==> config.mk <==
export PLATFORM = sky130hd
export DESIGN_NAME = spi_ram_master_flat
export DESIGN_NICKNAME = d
export VERILOG_FILES = /design/src/rtl/spi_ram_pkg.sv /design/src/rtl/spi_ram_master_if.sv /design/src/rtl/spi_frame_shifter.sv /design/src/rtl/spi_ram_master.sv /design/src/flat_wrapper.sv
export SDC_FILE = /design/constraint.sdc
export NUM_CORES = 1
export LEC_CHECK = 0
export CORE_UTILIZATION = 23
export CTS_BUF_LIST = sky130_fd_sc_hd__clkbuf_16
export DETAILED_ROUTE_END_ITERATION = 12
export PLACE_DENSITY = 0.43
export SETUP_SLACK_MARGIN = 0.02
export SLEW_MARGIN = 10
export SYNTH_ARGS = -nofsm -noshare
export SYNTH_HDL_FRONTEND = slang
export SYNTH_SLANG_ARGS = --single-unit
==> constraint.sdc <==
create_clock -name clk -period 3.2 [get_ports clk]
set_input_delay 0.32 -clock clk [delete_from_list [all_inputs] [get_ports clk]]
set_output_delay 0.32 -clock clk [all_outputs]
set_load 0.005 [all_outputs]
==> src/rtl/spi_ram_pkg.sv <==
`default_nettype none
// ============================================================================
//  Module      : spi_ram_pkg
//  Description : Shared command codes, frame width, FSM states and frame
//                builder for the SPI RAM master.
//  Revision    : 1.0 - initial release
// ============================================================================
package spi_ram_pkg;

    localparam int FRAME_BITS = 10;

    localparam logic [1:0] CMD_WR_ADDR = 2'b00;
    localparam logic [1:0] CMD_WR_DATA = 2'b01;
    localparam logic [1:0] CMD_RD_ADDR = 2'b10;
    localparam logic [1:0] CMD_RD_DATA = 2'b11;

    typedef enum logic [2:0] {
        IDLE  = 3'd0,
        FRAME = 3'd1,
        RWAIT = 3'd2,
        RECV  = 3'd3,
        GAP   = 3'd4,
        DONE  = 3'd5
    } state_t;

    // Read-data frames carry a zero payload; the slave answers on MISO.
    function automatic logic [FRAME_BITS-1:0] frame_word(
        input logic       we,
        input logic       data_phase,
        input logic [7:0] addr,
        input logic [7:0] wdata
    );
        logic [1:0] cmd;
        logic [7:0] payload;
        if (we) cmd = data_phase ? CMD_WR_DATA : CMD_WR_ADDR;
        else    cmd = data_phase ? CMD_RD_DATA : CMD_RD_ADDR;
        payload = data_phase ? (we ? wdata : 8'h00) : addr;
        return {cmd, payload};
    endfunction

endpackage
`default_nettype wire

==> src/rtl/spi_ram_master_if.sv <==
`default_nettype none
// ============================================================================
//  Module      : spi_ram_master_if
//  Description : Request/response handshake plus serial pins of the SPI RAM
//                master; "master" is the sequencer side, "slave" the far side.
//  Revision    : 1.0 - initial release
// ============================================================================
interface spi_ram_master_if #(
    parameter int ADDR_SIZE = 8
);
    logic                 req_valid;
    logic                 req_ready;
    logic                 req_we;
    logic [ADDR_SIZE-1:0] req_addr;
    logic [7:0]           req_wdata;
    logic                 rsp_valid;
    logic                 rsp_we;
    logic [7:0]           rsp_rdata;
    logic                 busy;
    logic                 SS_n;
    logic                 MOSI;
    logic                 MISO;

    modport master (
        input  req_valid, req_we, req_addr, req_wdata, MISO,
        output req_ready, rsp_valid, rsp_we, rsp_rdata, busy, SS_n, MOSI
    );

    modport slave (
        output req_valid, req_we, req_addr, req_wdata, MISO,
        input  req_ready, rsp_valid, rsp_we, rsp_rdata, busy, SS_n, MOSI
    );
endinterface
`default_nettype wire

==> src/rtl/spi_frame_shifter.sv <==
`default_nettype none
// ============================================================================
//  Module      : spi_frame_shifter
//  Description : Emits control bit + 10-bit frame MSB first on MOSI and
//                gathers 8 MISO bits, flagging the last bit of each.
//  Revision    : 1.0 - initial release
// ============================================================================
module spi_frame_shifter
    import spi_ram_pkg::*;
(
    input  logic                  clk,
    input  logic                  rst,
    input  logic                  i_load,
    input  logic [FRAME_BITS-1:0] i_din,
    input  logic                  i_tx_en,
    input  logic                  i_rx_en,
    input  logic                  i_miso,
    output logic                  o_mosi,
    output logic                  o_tx_last,
    output logic                  o_rx_last,
    output logic [7:0]            o_rx_data
);

    localparam logic [3:0] c_tx_last = 4'(FRAME_BITS);

    logic [FRAME_BITS:0] r_tx_sr;
    logic [3:0]          r_tx_cnt;
    logic [7:0]          r_rx_sr;
    logic [2:0]          r_rx_cnt;

    always_ff @(posedge clk) begin
        if (rst) begin
            r_tx_sr  <= '0;
            r_tx_cnt <= '0;
            r_rx_sr  <= '0;
            r_rx_cnt <= '0;
        end else if (i_load) begin
            // Control bit duplicates din[9] ahead of the frame itself.
            r_tx_sr  <= {i_din[FRAME_BITS-1], i_din};
            r_tx_cnt <= '0;
            r_rx_cnt <= '0;
        end else begin
            if (i_tx_en) begin
                r_tx_sr  <= {r_tx_sr[FRAME_BITS-1:0], 1'b0};
                r_tx_cnt <= r_tx_cnt + 4'd1;
            end
            if (i_rx_en) begin
                r_rx_sr  <= {r_rx_sr[6:0], i_miso};
                r_rx_cnt <= r_rx_cnt + 3'd1;
            end
        end
    end

    assign o_mosi    = r_tx_sr[FRAME_BITS];
    assign o_tx_last = (r_tx_cnt == c_tx_last);
    assign o_rx_last = (r_rx_cnt == 3'd7);
    assign o_rx_data = r_rx_sr;

endmodule
`default_nettype wire

==> src/rtl/spi_ram_master.sv <==
`default_nettype none
// ============================================================================
//  Module      : spi_ram_master
//  Description : Turns single-word read/write requests into address + data
//                SPI frames. Define SPI_RAM_MASTER_ADDR_CACHE_EN to skip the
//                address frame when it repeats the last one of the same op.
//  Revision    : 1.0 - initial release
// ============================================================================
module spi_ram_master
    import spi_ram_pkg::*;
#(
    parameter int ADDR_SIZE  = 8,
    parameter int RD_WAIT    = 2,
    parameter int GAP_CYCLES = 1
) (
    input  logic             clk,
    input  logic             rst,
    spi_ram_master_if.master bus
);

    localparam logic [7:0] c_rwait_last = 8'(RD_WAIT - 1);
    localparam logic [7:0] c_gap_last   = 8'(GAP_CYCLES - 1);

    state_t                r_state;
    state_t                w_state_next;
    logic [7:0]            r_cnt;
    logic                  r_we;
    logic [7:0]            r_addr;
    logic [7:0]            r_wdata;
    logic                  r_data_phase;
    logic                  r_rsp_we;
    logic [7:0]            r_rdata;
    logic                  w_load;
    logic [FRAME_BITS-1:0] w_din;
    logic                  w_tx_en;
    logic                  w_rx_en;
    logic                  w_mosi_bit;
    logic                  w_tx_last;
    logic                  w_rx_last;
    logic [7:0]            w_rx_data;
    logic                  w_hit;
    logic [7:0]            w_req_addr;

    assign w_req_addr = bus.req_addr[7:0];

    spi_frame_shifter u_shifter (
        .clk       (clk),
        .rst       (rst),
        .i_load    (w_load),
        .i_din     (w_din),
        .i_tx_en   (w_tx_en),
        .i_rx_en   (w_rx_en),
        .i_miso    (bus.MISO),
        .o_mosi    (w_mosi_bit),
        .o_tx_last (w_tx_last),
        .o_rx_last (w_rx_last),
        .o_rx_data (w_rx_data)
    );

    always_comb begin
        w_state_next = r_state;
        w_load       = 1'b0;
        w_din        = frame_word(r_we, 1'b1, r_addr, r_wdata);
        w_tx_en      = 1'b0;
        w_rx_en      = 1'b0;
        case (r_state)
            IDLE: if (bus.req_valid) begin
                w_state_next = FRAME;
                w_load       = 1'b1;
                w_din        = frame_word(bus.req_we, w_hit, w_req_addr, bus.req_wdata);
            end
            FRAME: begin
                w_tx_en = 1'b1;
                if (w_tx_last) begin
                    if (!r_we && r_data_phase) w_state_next = (RD_WAIT == 0) ? RECV : RWAIT;
                    else                       w_state_next = GAP;
                end
            end
            RWAIT: if (r_cnt == c_rwait_last) w_state_next = RECV;
            RECV: begin
                w_rx_en = 1'b1;
                if (w_rx_last) w_state_next = GAP;
            end
            GAP: if (r_cnt == c_gap_last) begin
                if (!r_data_phase) begin
                    w_state_next = FRAME;
                    w_load       = 1'b1;
                end else begin
                    w_state_next = DONE;
                end
            end
            DONE:    w_state_next = IDLE;
            default: w_state_next = IDLE;
        endcase
    end

    always_ff @(posedge clk) begin
        if (rst) begin
            r_state      <= IDLE;
            r_cnt        <= '0;
            r_we         <= 1'b0;
            r_addr       <= '0;
            r_wdata      <= '0;
            r_data_phase <= 1'b0;
            r_rsp_we     <= 1'b0;
            r_rdata      <= '0;
        end else begin
            r_state <= w_state_next;
            // Wait counter restarts on every state change.
            r_cnt   <= (w_state_next != r_state) ? 8'd0 : r_cnt + 8'd1;
            if (r_state == IDLE && bus.req_valid) begin
                r_we         <= bus.req_we;
                r_addr       <= w_req_addr;
                r_wdata      <= bus.req_wdata;
                r_data_phase <= w_hit;
            end
            if (r_state == GAP && w_state_next == FRAME) r_data_phase <= 1'b1;
            if (r_state == GAP && w_state_next == DONE) begin
                r_rsp_we <= r_we;
                if (!r_we) r_rdata <= w_rx_data;
            end
        end
    end

`ifdef SPI_RAM_MASTER_ADDR_CACHE_EN
    logic [7:0] r_last_waddr;
    logic [7:0] r_last_raddr;
    logic       r_waddr_vld;
    logic       r_raddr_vld;

    always_ff @(posedge clk) begin
        if (rst) begin
            r_last_waddr <= '0;
            r_last_raddr <= '0;
            r_waddr_vld  <= 1'b0;
            r_raddr_vld  <= 1'b0;
        end else if (r_state == FRAME && w_tx_last && !r_data_phase) begin
            if (r_we) begin
                r_last_waddr <= r_addr;
                r_waddr_vld  <= 1'b1;
            end else begin
                r_last_raddr <= r_addr;
                r_raddr_vld  <= 1'b1;
            end
        end
    end

    assign w_hit = bus.req_we ? (r_waddr_vld && r_last_waddr == w_req_addr)
                              : (r_raddr_vld && r_last_raddr == w_req_addr);
`else
    assign w_hit = 1'b0;
`endif

    generate
        if (ADDR_SIZE > 8) begin : g_addr_chk
            a_addr_range : assert property (@(posedge clk) disable iff (rst)
                (bus.req_valid && bus.req_ready) |-> (bus.req_addr[ADDR_SIZE-1:8] == '0));
        end
    endgenerate

    assign bus.req_ready = (r_state == IDLE);
    assign bus.busy      = (r_state != IDLE);
    assign bus.SS_n      = !(r_state == FRAME || r_state == RWAIT || r_state == RECV);
    assign bus.MOSI      = (r_state == FRAME) && w_mosi_bit;
    assign bus.rsp_valid = (r_state == DONE);
    assign bus.rsp_we    = r_rsp_we;
    assign bus.rsp_rdata = r_rdata;

endmodule
`default_nettype wire
==> src/flat_wrapper.sv <==
// flat-port wrapper written by rule: the top's interface ports become plain ports
module spi_ram_master_flat import spi_ram_pkg::*;
#(
    parameter int ADDR_SIZE  = 8,
    parameter int RD_WAIT    = 2,
    parameter int GAP_CYCLES = 1
)
  (clk, rst, bus_req_valid, bus_req_we, bus_req_addr, bus_req_wdata, bus_MISO, bus_req_ready, bus_rsp_valid, bus_rsp_we, bus_rsp_rdata, bus_busy, bus_SS_n, bus_MOSI);
  spi_ram_master_if #(.ADDR_SIZE(ADDR_SIZE)) bus_i ();
  input  logic clk;
  input  logic rst;
  input wire logic [$bits(bus_i.req_valid)-1:0] bus_req_valid;
  input wire logic [$bits(bus_i.req_we)-1:0] bus_req_we;
  input wire logic [$bits(bus_i.req_addr)-1:0] bus_req_addr;
  input wire logic [$bits(bus_i.req_wdata)-1:0] bus_req_wdata;
  input wire logic [$bits(bus_i.MISO)-1:0] bus_MISO;
  output wire logic [$bits(bus_i.req_ready)-1:0] bus_req_ready;
  output wire logic [$bits(bus_i.rsp_valid)-1:0] bus_rsp_valid;
  output wire logic [$bits(bus_i.rsp_we)-1:0] bus_rsp_we;
  output wire logic [$bits(bus_i.rsp_rdata)-1:0] bus_rsp_rdata;
  output wire logic [$bits(bus_i.busy)-1:0] bus_busy;
  output wire logic [$bits(bus_i.SS_n)-1:0] bus_SS_n;
  output wire logic [$bits(bus_i.MOSI)-1:0] bus_MOSI;
  assign bus_i.req_valid = bus_req_valid;
  assign bus_i.req_we = bus_req_we;
  assign bus_i.req_addr = bus_req_addr;
  assign bus_i.req_wdata = bus_req_wdata;
  assign bus_i.MISO = bus_MISO;
  assign bus_req_ready = bus_i.req_ready;
  assign bus_rsp_valid = bus_i.rsp_valid;
  assign bus_rsp_we = bus_i.rsp_we;
  assign bus_rsp_rdata = bus_i.rsp_rdata;
  assign bus_busy = bus_i.busy;
  assign bus_SS_n = bus_i.SS_n;
  assign bus_MOSI = bus_i.MOSI;
  spi_ram_master #(.ADDR_SIZE(ADDR_SIZE), .RD_WAIT(RD_WAIT), .GAP_CYCLES(GAP_CYCLES)) u_core (.clk(clk), .rst(rst), .bus(bus_i));
endmodule
Word level (Yosys, flattened, before mapping)

Index checks and enable logic that the tools add are counted.

Bits in registers: 56
Bits in latches: 0
RAM bits: 0
ROM bits: 0
Output and inout bits: 14
Word-level logic and storage cells: 68
Memories: 0

Add/subtract/negate cells: 3
Multipliers: 0
Divide/modulo/power cells: 0
$lt $le $gt $ge: 0
Eq/ne operators: 11
Shift-type cells: 0
Multiplexer cells: 23
Bitwise gates (word level): 2
Reduce and logical (&&, ||, !) cells: 18

Operator list:

| cell                                          | number |
|---|---|
| two-way mux 11 bit                            | 2 |
| two-way mux 3 bit                             | 7 |
| two-way mux 10 bit                            | 2 |
| one-hot mux 3 bit (5 select lines)            | 1 |
| == test 3 bit, second input constant          | 4 |
| adder 8 x 1 -> 8 bit, second input constant   | 1 |
| == test 8 x 1 -> 1 bit, second input constant | 1 |
| logical NOT 8 bit                             | 1 |
| two-way mux 8 bit                             | 1 |
| two-way mux 1 bit                             | 7 |
| == test 3 x 1 -> 1 bit, second input constant | 2 |
| == test 3 x 2 -> 1 bit, second input constant | 2 |
| logical AND 1 bit                             | 5 |
| adder 4 x 1 -> 4 bit, second input constant   | 1 |
| == test 4 bit, second input constant          | 1 |
| two-way mux 2 bit                             | 2 |
| AND reduction 2 bit                           | 2 |
| nonzero test 2 bit                            | 2 |
| OR reduction 2 bit                            | 2 |
| adder 3 x 1 -> 3 bit, second input constant   | 1 |
| logical NOT 3 bit                             | 1 |
| inequality test 3 bit                         | 1 |
| nonzero test 3 bit                            | 1 |
| logical NOT 1 bit                             | 2 |
| 3 further kinds                               | 5 |

Longest topological paths before layout

Gate-level depths: netlist (run 1).

Word-level depth: 8
Gate-level depth with buffers: 7
Depth with buffers taken out: 6

Modules after synthesis

From an unflattened synthesis (run 1), not the netlist that was laid out.

Cell total of the unflattened synthesis: 319
Area total of the unflattened synthesis: 2,807.7 um^2

By module, submodules not included:

| module            | times used | cells an instance | area an instance (um^2) | seq. area each (um^2) |
|---|---|---|---|---|
| spi_ram_master    | 1          | 202               | 1,656.6                 | 600.6 |
| spi_frame_shifter | 1          | 117               | 1,151.1                 | 520.5 |

Worst setup path before layout (run 1)

Ideal clock, no wire load.

Path type: reg-to-reg
From: reg u_core.r_cnt[0]
To: reg u_core.u_shifter.r_tx_sr[9]
Arrival time: 1.981 ns
Setup slack: 1.092 ns
Cell stages (with the launch flop): 8
Path buffers: 1
Cell sequence: dfxtp_1 > inv_1 > ha_1 > or3b_2 > or4_4 > buf_6 > a311oi_1 > nor2_1

Longest elaborated chain between the ends: 4

Ends and longest elaborated chain:

| item                                                            | RTL line                | text |
|---|---|---|
| from (decl)                                                     | spi_ram_master.sv:26    | `logic [7:0] r_cnt;` |
| from (signal assigned)                                          | spi_ram_master.sv:110   | `r_cnt <= (w_state_next != r_state) ? 8'd0 : r_cnt + 8'd1;` |
| logical NOT 8 bit (*)                                           | spi_ram_master.sv:84    | `GAP: if (r_cnt == c_gap_last) begin` |
| two-way mux 1 bit (*)                                           | spi_ram_master.sv:84    |  |
| one-hot mux 1 bit (2 select lines) (*)                          | spi_ram_master.sv:66    | `case (r_state)` |
| two-way mux 11 bit / nonzero test 2 bit (equally long branches) | -                       |  |
| to (signal assigned)                                            | spi_frame_shifter.sv:39 | `r_tx_sr <= {i_din[FRAME_BITS-1], i_din};` |
| to (signal assigned)                                            | spi_frame_shifter.sv:44 | `r_tx_sr <= {r_tx_sr[FRAME_BITS-1:0], 1'b0};` |
| to (decl)                                                       | spi_frame_shifter.sv:26 | `logic [FRAME_BITS:0] r_tx_sr;` |

Mark *: on every way between the ends. The rest lies on a longest branch, timed or not.
A chain may end at the register's enable or synchronous reset.

Final worst setup path (run 1)

From: reg u_core.r_state[0]
To: out bus_MOSI

Longest elaborated chain between the ends: 2

Ends and longest elaborated chain:

| item                   | RTL line              | text |
|---|---|---|
| from (decl)            | spi_ram_master.sv:24  | `state_t r_state;` |
| from (signal assigned) | spi_ram_master.sv:108 | `r_state <= w_state_next;` |
| == test 3 x 1 -> 1 bit | spi_ram_master.sv:164 | `assign bus.MOSI = (r_state == FRAME) && w_mosi_bit;` |
| logical AND 1 bit      | spi_ram_master.sv:164 |  |
| to (decl)              | flat_wrapper.sv:23    | `output wire logic [$bits(bus_i.MOSI)-1:0] bus_MOSI;` |

Every way passes these cells.

==> load_flow_metrics.sql, run 1 <==
INSERT INTO impl_metrics (metric_group, metric, value, unit) VALUES
('route', 'first_iter_violations', '94', ''),
('route', 'via_per_inst', '4.595', ''),
('cts', 'cts_resized', '0', ''),
('cts', 'cts.hold.buffers_added', '0', ''),
('synthesis', 'synth-main-ff-cell', 'sky130_fd_sc_hd__dfxtp_1', ''),
('place', 'placement.setup.worst_slack', '0.7390', 'ns'),
('critical_path', 'worst-endpoint-required', '2.88', 'ns'),
('cts', 'clock-sinks', '56', ''),
('global_route', 'grt-ovfl-total', '0', ''),
('layout', 'insertedDiodeCount', '0', ''),
('power', 'combPwrFrac', '0.109', ''),
('die', 'io_pins', '35', ''),
('synthesis', 'post_synth.cell_area_avg', '8.669', 'µm²'),
('die', 'die-area', '12080', 'µm²'),
('global_route', 'track_usage', '0.1140', ''),
('synthesis', 'synth_seq_cells', '56', ''),
('route', 'antenna_left', '0', ''),
('synthesis', 'synth_top_cell_area_share', '0.4185', ''),
('run', 'number_of_maximum_capacitance_violations', '0', ''),
('layout', 'instances_no_fill', '481', ''),
('timing', 'slew_violations', '0', ''),
('place', 'place.detailed.hpwl', '4381', 'µm'),
('timing', 'post_route_fraction_of_the_period_consumed_by_the_critical_path', '0.8377', ''),
('layout', 'post_route_cells_drive_above_1_share', '0.07396', ''),
('power', 'leakage', '0.001072', 'µW'),
('synthesis', 'synth_enable_flop_cells', '0', ''),
('power', 'power_frac_seq', '0.505', ''),
('route', 'via_count', '2210', ''),
('timing', 'grt_setup_unrepaired', 'false', ''),
('critical_path', 'setup.worst_path.start_class', 'flop', ''),
('timing', 'worst_pin_slew', '0.6573', 'ns'),
('critical_path', 'critPathKind', 'reg -> out', ''),
('global_route', 'number_of_global_route_vias_before_repair', '2119', ''),
('power', 'swShare', '0.2568', ''),
('place', 'numPlacedInstances', '473', ''),
('synthesis', 'netlist_area', '2679', 'µm²'),
('cts', 'cts.reportedPaths.clkPinSlew', '0.08', 'ns'),
('timing', 'timing.final.setup_violations', '0', ''),
('global_route', 'antenna_found_initial', '0', ''),
('timing', 'final.hold.worst_slack', '0.4559', 'ns'),
('power', 'max-vdd-ir-drop', '0.2330', 'mV'),
('global_route', 'use_met1', '0.1459', ''),
('place', 'place_congestion', '0.7584', ''),
('status', 'outcome', 'finished clean', ''),
('cts', 'clock_insertion_delay_worst_skew', '0.30', 'ns'),
('cts', 'postCtsSetupBuffers', '0', ''),
('synthesis', 'post_synth_main_area_contributors', 'sky130_fd_sc_hd__dfxtp_1 42%, sky130_fd_sc_hd__nand2_1 5.9%, sky130_fd_sc_hd__a21oi_1 5.2%', ''),
('synthesis', 'synthDominantAreaCellType', 'sky130_fd_sc_hd__dfxtp_1', ''),
('synthesis', 'postSynthNetCount', '337', ''),
('route', 'detail_route.drc_violations', '0', ''),
('cts', 'cts_tree', 'yes', ''),
('timing', 'finalCriticalPeriod', '2.681', 'ns'),
('timing', 'setup_total_negative_slack', '0', 'ns'),
('die', 'die_height', '109.9', 'µm'),
('die', 'die_width', '109.9', 'µm'),
('global_route', 'grt_start_max_net_pins', '42', ''),
('layout', 'area.growth.synth_to_final', '23.49', '%'),
('power', 'power_per_cell_area', '445.4', 'nW/µm²'),
('timing', 'worst_slack', '0.5193', 'ns'),
('synthesis', 'post_synth_inst_count', '309', ''),
('global_route', 'grt_busiest_layer', 'met2', ''),
('cts', 'numCtsBuffers', '5', ''),
('cts', 'root_buffer', 'sky130_fd_sc_hd__clkbuf_16', ''),
('critical_path', 'crit_fanout', '20', ''),
('timing', 'fmax', '373.0', 'MHz'),
('synthesis', 'synth-warning-count', '0', ''),
('place', 'port_buffers', '34', ''),
('critical_path', 'critPathArrivalTime', '2.36', 'ns'),
('hold_path', 'hold_path_class', 'reg -> reg', ''),
('timing', 'final.setup_skew', '0.009053', 'ns'),
('route', 'wirelength', '6349', 'µm');
==> cell families after synthesis <==
group,Yosys count,share of synthesized area
compound gates,65,0.1653
xor+xnor,9,0.02942
fa+ha+maj,7,0.03269
buf+inv,26,0.04157
flops,56,0.4185
mux,9,0.03363
simple gates,137,0.2788
==> through the flow <==
stage | area, µm² | total power [µW]
after floorplan | 2679 | 856.1
after global placement | 3158 | 923.4
after detailed placement | 3158 | 924.4
after CTS | 3308 | 1501
after global routing | 3308 | 1546
final | 3308 | 1473
==> power by group through the flow <==
stage,sequential [µW],combinational (µW),clock [µW]
6_report,745,161,568
5_1_grt,750,179,617
4_1_cts,745,163,592
3_5_place_dp,761,163,0
3_3_place_gp,761,162,0
2_1_floorplan,750,107,0
==> final timing paths <==
path / startpoint / to / slack [ns] / cells past startpoint
max: u_core.r_state[0] / bus_MOSI / 0.52 / 3
min: u_core.r_wdata[3] / u_core.r_wdata[3] / 0.46 / 2
max reg2reg: u_core.r_state[0] / u_core.bus.rsp_rdata[4] / 0.75 / 5
min reg2reg: u_core.r_wdata[3] / u_core.r_wdata[3] / 0.46 / 2
==> layer usage <==
| layer | wire [µm] | part of all wire | vias up |
|---|---|---|---|
| li1 | - | - | 1142 |
| met5 | 0 | 0 | - |
| met1 | 3119 | 0.49 | 1030 |
| met4 | 79 | 0.012 | 0 |
| met2 | 2940 | 0.46 | 34 |
| met3 | 209 | 0.033 | 4 |
==> area by class of cell <==
type                            instances  area [µm²]
Fill cell                            1236        8061
Multi-Input combinational cell        227        1446
Sequential cell                        56        1121
Timing Repair Buffer                   40       385.4
Tap cell                              143       178.9
Clock buffer                            5       125.1
Inverter                                7       26.28
Clock inverter                          3       25.02
==> layout by cell type (no fill, tap or decap), types with 3 or more instances in the layout <==
| cell | count |
|---|---|
| sky130_fd_sc_hd__nor2b_1 | 5 |
| sky130_fd_sc_hd__a211oi_1 | 5 |
| sky130_fd_sc_hd__inv_1 | 7 |
| sky130_fd_sc_hd__clkdlybuf4s50_1 | 34 |
| sky130_fd_sc_hd__xor2_1 | 5 |
| sky130_fd_sc_hd__a21oi_1 | 28 |
| sky130_fd_sc_hd__nor3_1 | 13 |
| sky130_fd_sc_hd__dfxtp_1 | 56 |
| sky130_fd_sc_hd__or3b_2 | 3 |
| sky130_fd_sc_hd__clkbuf_16 | 5 |
| sky130_fd_sc_hd__nand2b_1 | 19 |
| sky130_fd_sc_hd__o21ai_0 | 5 |
| sky130_fd_sc_hd__mux2i_1 | 9 |
| sky130_fd_sc_hd__xnor2_1 | 4 |
| sky130_fd_sc_hd__a22oi_1 | 4 |
| sky130_fd_sc_hd__nand3_1 | 18 |
| sky130_fd_sc_hd__nand2_1 | 42 |
| sky130_fd_sc_hd__nor2_1 | 14 |
| sky130_fd_sc_hd__nor3b_1 | 5 |
| sky130_fd_sc_hd__o211ai_1 | 8 |
| sky130_fd_sc_hd__ha_1 | 7 |
| sky130_fd_sc_hd__buf_4 | 6 |
| sky130_fd_sc_hd__nor4_1 | 3 |
==> worst max-delay path, stage by stage, from the launching register on <==
cell	delay, ns
sky130_fd_sc_hd__dfxtp_1	0.74
sky130_fd_sc_hd__nor3b_2	0.57
sky130_fd_sc_hd__and2_1	0.24
sky130_fd_sc_hd__clkdlybuf4s50_1	0.52
==> cells in the mapped netlist (7+ instances only) <==
master and instances:
sky130_fd_sc_hd__a21oi_1 28, sky130_fd_sc_hd__clkbuf_1 14, sky130_fd_sc_hd__dfxtp_1 56, sky130_fd_sc_hd__ha_1 7, sky130_fd_sc_hd__inv_1 7, sky130_fd_sc_hd__mux2i_1 9, sky130_fd_sc_hd__nand2_1 42, sky130_fd_sc_hd__nand2b_1 19
sky130_fd_sc_hd__nand3_1 18, sky130_fd_sc_hd__nor2_1 14, sky130_fd_sc_hd__nor3_1 13, sky130_fd_sc_hd__o211ai_1 8
==> flip-flops by register name (all words and copies together), names as in the netlist <==
signal                      count
u_core.r_state                  3
u_core.u_shifter.r_rx_cnt       3
u_core.u_shifter.r_tx_cnt       4
u_core.u_shifter.r_tx_sr       11
u_core.u_shifter.o_rx_data      8
u_core.r_we                     1
u_core.bus.rsp_rdata            8
u_core.bus.rsp_we               1
u_core.r_cnt                    8
u_core.r_data_phase             1
u_core.r_wdata                  8
Note: power is estimated with default switching activity, not from simulation.
==> run 2, diff against run 1 <==
Clock period 3.2 ns to 2.5 ns, I/O delays scaled along.
==> run 2 against run 1 <==
Register-to-register slack got worse by 0.47 ns; critical path depth increased by 3; combinational power rose by 36%; die area unchanged; clock power is 29% higher; clock skew down 0.00095 ns; critical path type is now reg -> reg; cell count grew 2.1%.
==> load_flow_metrics.sql, run 2 (synthesis gave the netlist of run 1 again) <==
INSERT INTO impl_metrics (metric_group, metric, value, unit) VALUES
('status', 'outcome', 'finished clean', ''),
('route', 'wl_per_cell', '12.98', 'µm'),
('timing', 'final.hold.worst_slack', '0.4556', 'ns'),
('layout', 'multiInputGateArea', '1453', 'µm²'),
('place', 'placed_area', '3233', 'µm²'),
('timing', 'worst_pin_slew', '0.6718', 'ns'),
('cts', 'numCtsBuffers', '5', ''),
('cts', 'cts.hold.buffers_added', '0', ''),
('cts', 'htree_levels', '2', ''),
('timing', 'fmax', '450.0', 'MHz'),
('power', 'max-vdd-ir-drop', '0.2695', 'mV'),
('layout', 'largest_reg_flops', '11', ''),
('layout', 'finalInstanceArea', '3392', 'µm²'),
('critical_path', 'critical_path.endpoint_type', 'flop', ''),
('critical_path', 'r2r-start', 'u_core.r_cnt[0]', ''),
('hold_path', 'hp-start', 'u_core.r_wdata[2]', ''),
('critical_path', 'setup_slack_of_the_worst_register_to_register_path', '0.28', 'ns'),
('critical_path', 'worst-endpoint-required', '2.69', 'ns'),
('layout', 'layout_common_cells', '56 x sky130_fd_sc_hd__dfxtp_1, 42 x sky130_fd_sc_hd__nand2_1, 34 x sky130_fd_sc_hd__clkdlybuf4s50_1', ''),
('route', 'via_count', '2225', ''),
('critical_path', 'crit_path_top_delay_cell', 'sky130_fd_sc_hd__or4_4', ''),
('global_route', 'grt-ovfl-total', '0', ''),
('cts', 'cts_tree', 'yes', ''),
('global_route', 'antenna_found_initial', '0', ''),
('timing', 'slew_headroom', '0.5521', ''),
('cts', 'clock_insertion_delay_worst_skew', '0.30', 'ns'),
('critical_path', 'critPathLaunch', 'u_core.r_cnt[0]', ''),
('die', 'num_rows', '39', ''),
('timing', 'post_route_fraction_of_the_period_consumed_by_the_critical_path', '0.8890', ''),
('global_route', 'track_usage', '0.1166', ''),
('route', 'drtPass1Iterations', '4', ''),
('critical_path', 'crit_fanout', '11', ''),
('route', 'first_iter_violations', '89', ''),
('layout', 'final-seq-area', '1121', 'µm²'),
('critical_path', 'critPathKind', 'reg -> reg', ''),
('timing', 'setup_total_negative_slack', '0', 'ns'),
('timing', 'slew_violations', '0', ''),
('timing', 'hold_viol_final', '0', ''),
('layout', 'nets', '375', ''),
('cts', 'root_buffer', 'sky130_fd_sc_hd__clkbuf_16', ''),
('cts', 'cts.path.max_buffers', '2', ''),
('layout', 'area.growth.synth_to_final', '26.62', '%'),
('place', 'port_buffers', '34', ''),
('die', 'starting_density', '0.2356', ''),
('layout', 'regMostFlops', 'u_core.u_shifter.r_tx_sr', ''),
('route', 'detail_route.drc_violations', '0', ''),
('timing', 'final.setup_skew', '0.008103', 'ns'),
('layout', 'final_common_cell', 'sky130_fd_sc_hd__dfxtp_1', ''),
('critical_path', 'setup.worst_path.start_class', 'flop', ''),
('die', 'die_width', '109.9', 'µm'),
('die', 'die-area', '12080', 'µm²'),
('die', 'die_height', '109.9', 'µm'),
('route', 'via_per_inst', '4.532', ''),
('layout', 'fillCellCount', '1224', ''),
('die', 'io_pins', '35', ''),
('place', 'place.detailed.hpwl', '4505', 'µm'),
('place', 'place_congestion', '0.7485', ''),
('global_route', 'number_of_global_route_vias_before_repair', '2165', ''),
('hold_path', 'hold_path_class', 'reg -> reg', ''),
('cts', 'cts.reportedPaths.clkPinSlew', '0.08', 'ns'),
('global_route', 'grt_first_pass_wirelength', '10770', 'µm'),
('timing', 'finalCriticalPeriod', '2.222', 'ns'),
('route', 'antenna_left', '0', ''),
('layout', 'post_route_cells_drive_above_1_share', '0.1006', ''),
('die', 'core_region_area', '11370', 'µm²'),
('route', 'wirelength', '6374', 'µm'),
('global_route', 'grt_start_max_net_pins', '25', ''),
('power', 'leakage', '0.001123', 'µW'),
('critical_path', 'critical_path_cell_list', 'inv_1 -> ha_1 -> or3b_2 -> or4_4 -> a311oi_1 -> nor2_1', ''),
('cts', 'clock-sinks', '56', ''),
('power', 'power_per_cell_area', '560.8', 'nW/µm²'),
('timing', 'grt_setup_unrepaired', 'false', ''),
('timing', 'timing.final.setup_violations', '0', ''),
('critical_path', 'critPathArrivalTime', '2.42', 'ns'),
('layout', 'insertedDiodeCount', '0', ''),
('critical_path', 'timing.critical_path.slowest_cell_delay', '0.61', 'ns'),
('run', 'number_of_maximum_capacitance_violations', '0', '');
[run 2: changes by cell type in the layout (fill, tap and decap cells not counted), sizes merged]
cell and change:
clkinv +1, buf +10, inv -1
[run 2: path summary, 6_finish.rpt]
kind / depth (start not counted) / end
worst max-delay path: 6 / u_core.u_shifter.r_tx_sr[9]
worst min-delay path: 2 / u_core.r_wdata[2]
worst max register to register: 6 / u_core.u_shifter.r_tx_sr[9]
worst min register to register: 2 / u_core.r_wdata[2]
[run 2: power breakdown]
group | leakage [µW] | internal [µW] | switching (µW) | total (µW)
logic | 0.000595 | 107 | 112 | 219
registers | 0.000455 | 923 | 25.0 | 948
clock network | 0.0000719 | 381 | 354 | 735
[run 2: per-stage QoR]
stage               cells  setup WS [ns]    util  total power [µW]
detailed placement    483         0.2925  0.2844              1191
global route          491         0.1191  0.2983              1993
floorplan             309         0.3916       -              1096
CTS                   491        0.09324  0.2978              1935
finish                491         0.2776  0.2983              1902
global placement      483         0.3443  0.2844              1189
[run 2: area by class of cell]
cell class,count,share of cell area
flip-flops and latches,56,0.3305
multi-input cells,227,0.4283
inverters,7,0.007746
clock buffers,5,0.03689
repair buffers,50,0.1357
clock inverters,3,0.008115
well taps,143,0.05275
[run 2: what timing repair did]
| action | CTS | global route |
|---|---|---|
| endpoints found under the hold margin | 0 | 0 |
| setup buffers | 0 | 0 |
| setup endpoints to repair | 0 | 1 |
| gates resized for setup | 0 | 1 |
[run 2: layer usage]
layer	routed length, µm	share of wire	vias to the layer above	global-route usage
met5	0	0	-	0
met4	106	0.017	0	0.04571
met3	183	0.029	6	0.02075
met2	2897	0.45	31	0.1902
met1	3186	0.50	1018	0.1517
li1	-	-	1170	-
[run 2: critical path: cells and delay by family (launching register included)]
family,cells,cell delay [ns]
and+or+nand+nor,3,1.20
adders and majority gates,1,0.18
buffers and inverters,1,0.07
DFF,1,0.36
AOI/OAI and AO/OA,1,0.31
